==> config.mk <==
export PLATFORM = sky130hd
export DESIGN_NAME = accumulator_drain
export DESIGN_NICKNAME = d
export VERILOG_FILES = /design/src/rtl/accumulator_drain.sv
export SDC_FILE = /design/constraint.sdc
export NUM_CORES = 1
export LEC_CHECK = 0
export ABC_AREA = 1
export CELL_PAD_IN_SITES_DETAIL_PLACEMENT = 1
export CELL_PAD_IN_SITES_GLOBAL_PLACEMENT = 2
export CORE_ASPECT_RATIO = 1.75
export CORE_MARGIN = 8
export CORE_UTILIZATION = 29
export DETAILED_ROUTE_END_ITERATION = 8
export PLACE_DENSITY = 0.88
export RECOVER_POWER = 100
export SLEW_MARGIN = 0
export SYNTH_ARGS = -nofsm -noshare
export SYNTH_HDL_FRONTEND = slang
export SYNTH_SLANG_ARGS = --single-unit
==> constraint.sdc <==
create_clock -name clk_i -period 12.7 [get_ports clk_i]
set_input_delay 2.54 -clock clk_i [delete_from_list [all_inputs] [get_ports clk_i]]
set_output_delay 2.54 -clock clk_i [all_outputs]
set_load 0.1 [all_outputs]
==> src/rtl/accumulator_drain.sv <==
// accumulator_drain: snapshots one accumulator column and streams it oldest-first over valid/ready.
// Define ACC_DRAIN_OVERRUN_EN to add a sticky overrun_o flag for loads dropped during a drain.
module accumulator_drain #(
  parameter int N = 4,
  parameter int NUM_BITS = 32
) (
  input  logic                clk_i,
  input  logic                rst_i,
  input  logic [NUM_BITS-1:0] product_i [N],
  input  logic                load_i,
  output logic                load_ready_o,
  output logic [NUM_BITS-1:0] data_o,
  output logic                data_valid_o,
  input  logic                data_ready_i,
  output logic                data_last_o,
  output logic                busy_o
`ifdef ACC_DRAIN_OVERRUN_EN
  ,
  output logic                overrun_o
`endif
);
  localparam int IW = N > 1 ? $clog2(N) : 1;
  typedef enum logic {IDLE, DRAIN} state_t;
  state_t state;
  logic [IW-1:0] idx;
  logic [NUM_BITS-1:0] snap [N];
  always_ff @(posedge clk_i or posedge rst_i) begin
    if (rst_i) begin
      state <= IDLE;
      idx <= '0;
      for (int i = 0; i < N; i++) snap[i] <= '0;
    end else if (state == IDLE) begin
      if (load_i) begin
        snap <= product_i;
        idx <= IW'(N - 1);
        state <= DRAIN;
      end
    end else if (data_ready_i) begin
      if (idx == '0) state <= IDLE;
      else idx <= idx - 1'b1;
    end
  end
  // Outputs decode only registered state, so valid never depends on ready.
  always_comb begin
    busy_o = state == DRAIN;
    data_valid_o = busy_o;
    load_ready_o = state == IDLE && !rst_i;
    data_o = busy_o ? snap[idx] : '0;
    data_last_o = busy_o && idx == '0;
  end
`ifdef ACC_DRAIN_OVERRUN_EN
  always_ff @(posedge clk_i or posedge rst_i) begin
    if (rst_i) overrun_o <= 1'b0;
    else if (state == DRAIN && load_i) overrun_o <= 1'b1;
  end
`endif
endmodule

==> results.yml <==
clock_network:
  clockBufferDepth: 2
  hold_buffers: 0
  clkTransAtPathRegs_ns: 0.06
  numClockSinks: 131
  cts_max_level: 4
  worstSkewPairLatency_ns: 0.42
  cts_inserted_buffers: 17
  cts_setup_buffers: 0
  ctsResizeCount: 0
  cts_tree: "yes"
  cts-root-buf: "clkbuf_16"
synth:
  synth_seq_area_share_pct: 52.3
  syn_area_per_cell_um2: 7.71
  ys_seq_elements: 131
  syn_inst: 814
  synth_cell_type_count: 16
  yosysWarnings: 0
  synth_fp_nets: 947
  synth_area_um2: 6270
timing:
  fin_setup_tns_ns: 0
  finalCriticalPeriod_ns: 8.08
  finalWorstSetupSlack_ns: 4.62
  hold_slack_ns: 0.510
  period_share_pct: 63.6
  skew_ns: 0.0111
  finalMaxSlewViolations: 277
  max_freq_mhz: 124
  worst_pin_slew_ns: 4.43
  relSlewSlack_pct: -195
  setup_viol: 0
  rsz0062_at_grt: "no"
  finalHoldViolations: 0
placement:
  routabilityCongestion: 0.734
  dp_slack_ns: 5.87
  dp_cells: 1226
  port_buffers: 167
  dpl.hpwl_mm: 13.1
worst_setup_path:
  crit_arrival_ns: 7.48
  crit_type: "in2async"
  r2r_cells: 5
  rr_startpoint: "busy_o"
  ff2ff_setup_slack_ns: 6.98
  crit_path_max_fanout: 67
  crit_required_ns: 12.10
  endpoint_kind: "async pin"
  reg2reg_to: "snap[1]"
  cp-start-kind: "input pin"
route:
  viasPerCell: 4.49
  ant_nets: 0
  vias: 5642
  drc: 0
  drt-pass1-iter-count: 4
  wirelength_mm: 20.1
  post_drt_wl_per_cell_um: 16.0
  drtIter0Drc: 300
grt:
  grt_pass1_wl_mm: 32.6
  grt_overflow: 0
  antenna_found_initial: 0
  grt_pass1_vias: 6097
  grtUsageTotal_pct: 15.6
  grt_start_max_net_pins: 143
floorplanning:
  dieArea_um2: 26800
  die_height_um: 211
  fp.dieW_um: 127
  start_util_pct: 29.3
  io_pins: 168
  core_area_um2: 21400
  num_rows: 71
min_path:
  min_to: "snap[56]"
  hold_depth: 2
  min_path_type: "reg2reg"
  min-delay-start: "snap[56]"
cells_and_area:
  drive_gt1_share_pct: 4.05
  diodes: 0
  nNetsFinal: 1086
  final_common_cell: "a21oi_1"
  final_cell_mix: "a21oi_1 (160), nand2_1 (138), inv_1 (131), dfrtp_1 (130)"
  fin_cells: 1256
  syn2layout_area_growth_pct: 36.7
job:
  maxCapViolCount: 3
status:
  status: "finished, violations left"
  violations: "capacitance limit, slew limit"
==> metal layers <==
layer / up-vias / GRT usage, % / part of all wire [%]
li1: 2781 / - / -
met1: 2746 / 17.1 / 40
met2: 99 / 28.8 / 55
met3: 16 / 3.14 / 3.1
met4: 0 / 5.94 / 1.8
met5: - / 0 / 0
==> registers in the layout, indices dropped and copies added (netlist names) <==
signal and cells:
idx 2, busy_o 1, snap 128
==> critical path, cell delays in order <==
cell,delay [ns]
dlygate4sd3_1,0.56
clkinvlp_2,1.68
clkbuf_1,2.66
==> worst max path at each step <==
stage,from,end,slack [ns],depth (start not counted)
5_1_grt,rst_i,idx[0],3.19,3
6_report,rst_i,idx[0],4.62,3
2_1_floorplan,rst_i,load_ready_o,6.37,1
3_3_place_gp,rst_i,load_ready_o,5.86,3
4_1_cts,rst_i,load_ready_o,5.86,3
3_5_place_dp,rst_i,load_ready_o,5.87,3
==> synthesized netlist by cell type <==
| cell type | n | area, µm² |
|---|---|---|
| nand2_1 | 137 | 514 |
| dfrtp_1 | 131 | 3280 |
| or2_2 | 1 | 6.26 |
| buf_6 | 11 | 124 |
| nand2_2 | 1 | 6.26 |
| buf_2 | 29 | 145 |
| inv_2 | 2 | 7.51 |
| nor2_1 | 129 | 484 |
| clkbuf_1 | 7 | 26.3 |
| ha_1 | 1 | 12.5 |
| a21oi_1 | 160 | 801 |
| o21ai_0 | 1 | 5.00 |
| buf_4 | 4 | 30.0 |
| inv_1 | 132 | 495 |
| nand3_1 | 66 | 330 |
| buf_1 | 2 | 7.51 |
==> layout make-up <==
class | count | area, µm²
Inverter | 134 | 504
Multi-Input combinational cell | 496 | 2160
Clock buffer | 19 | 443
Timing Repair Buffer | 173 | 1710
Fill cell | 2573 | 12800
Clock inverter | 11 | 114
Sequential cell | 131 | 3280
Tap cell | 292 | 365
==> stage by stage <==
step,area [µm²],utilization [%]
detailed placement,8040,37.6
global route,8580,40.1
global placement,8040,37.6
finish,8580,40.1
CTS,8600,40.2
floorplan,6270,-
==> cell families (layout without fill, tap and decap cells) <==
kind of cell,count (synthesis),count (layout),share of synthesized area [%]
adder cells (fa/ha/maj),1,1,0.199
buffers and inverters,187,337,13.3
AO/OA/AOI/OAI,161,161,12.8
flip-flops,131,131,52.3
AND/OR/NAND/NOR,334,334,21.4
Power is left out: the tool's default activity adds up to more than one toggle a clock period on the data nets, which glitch-free logic cannot reach.
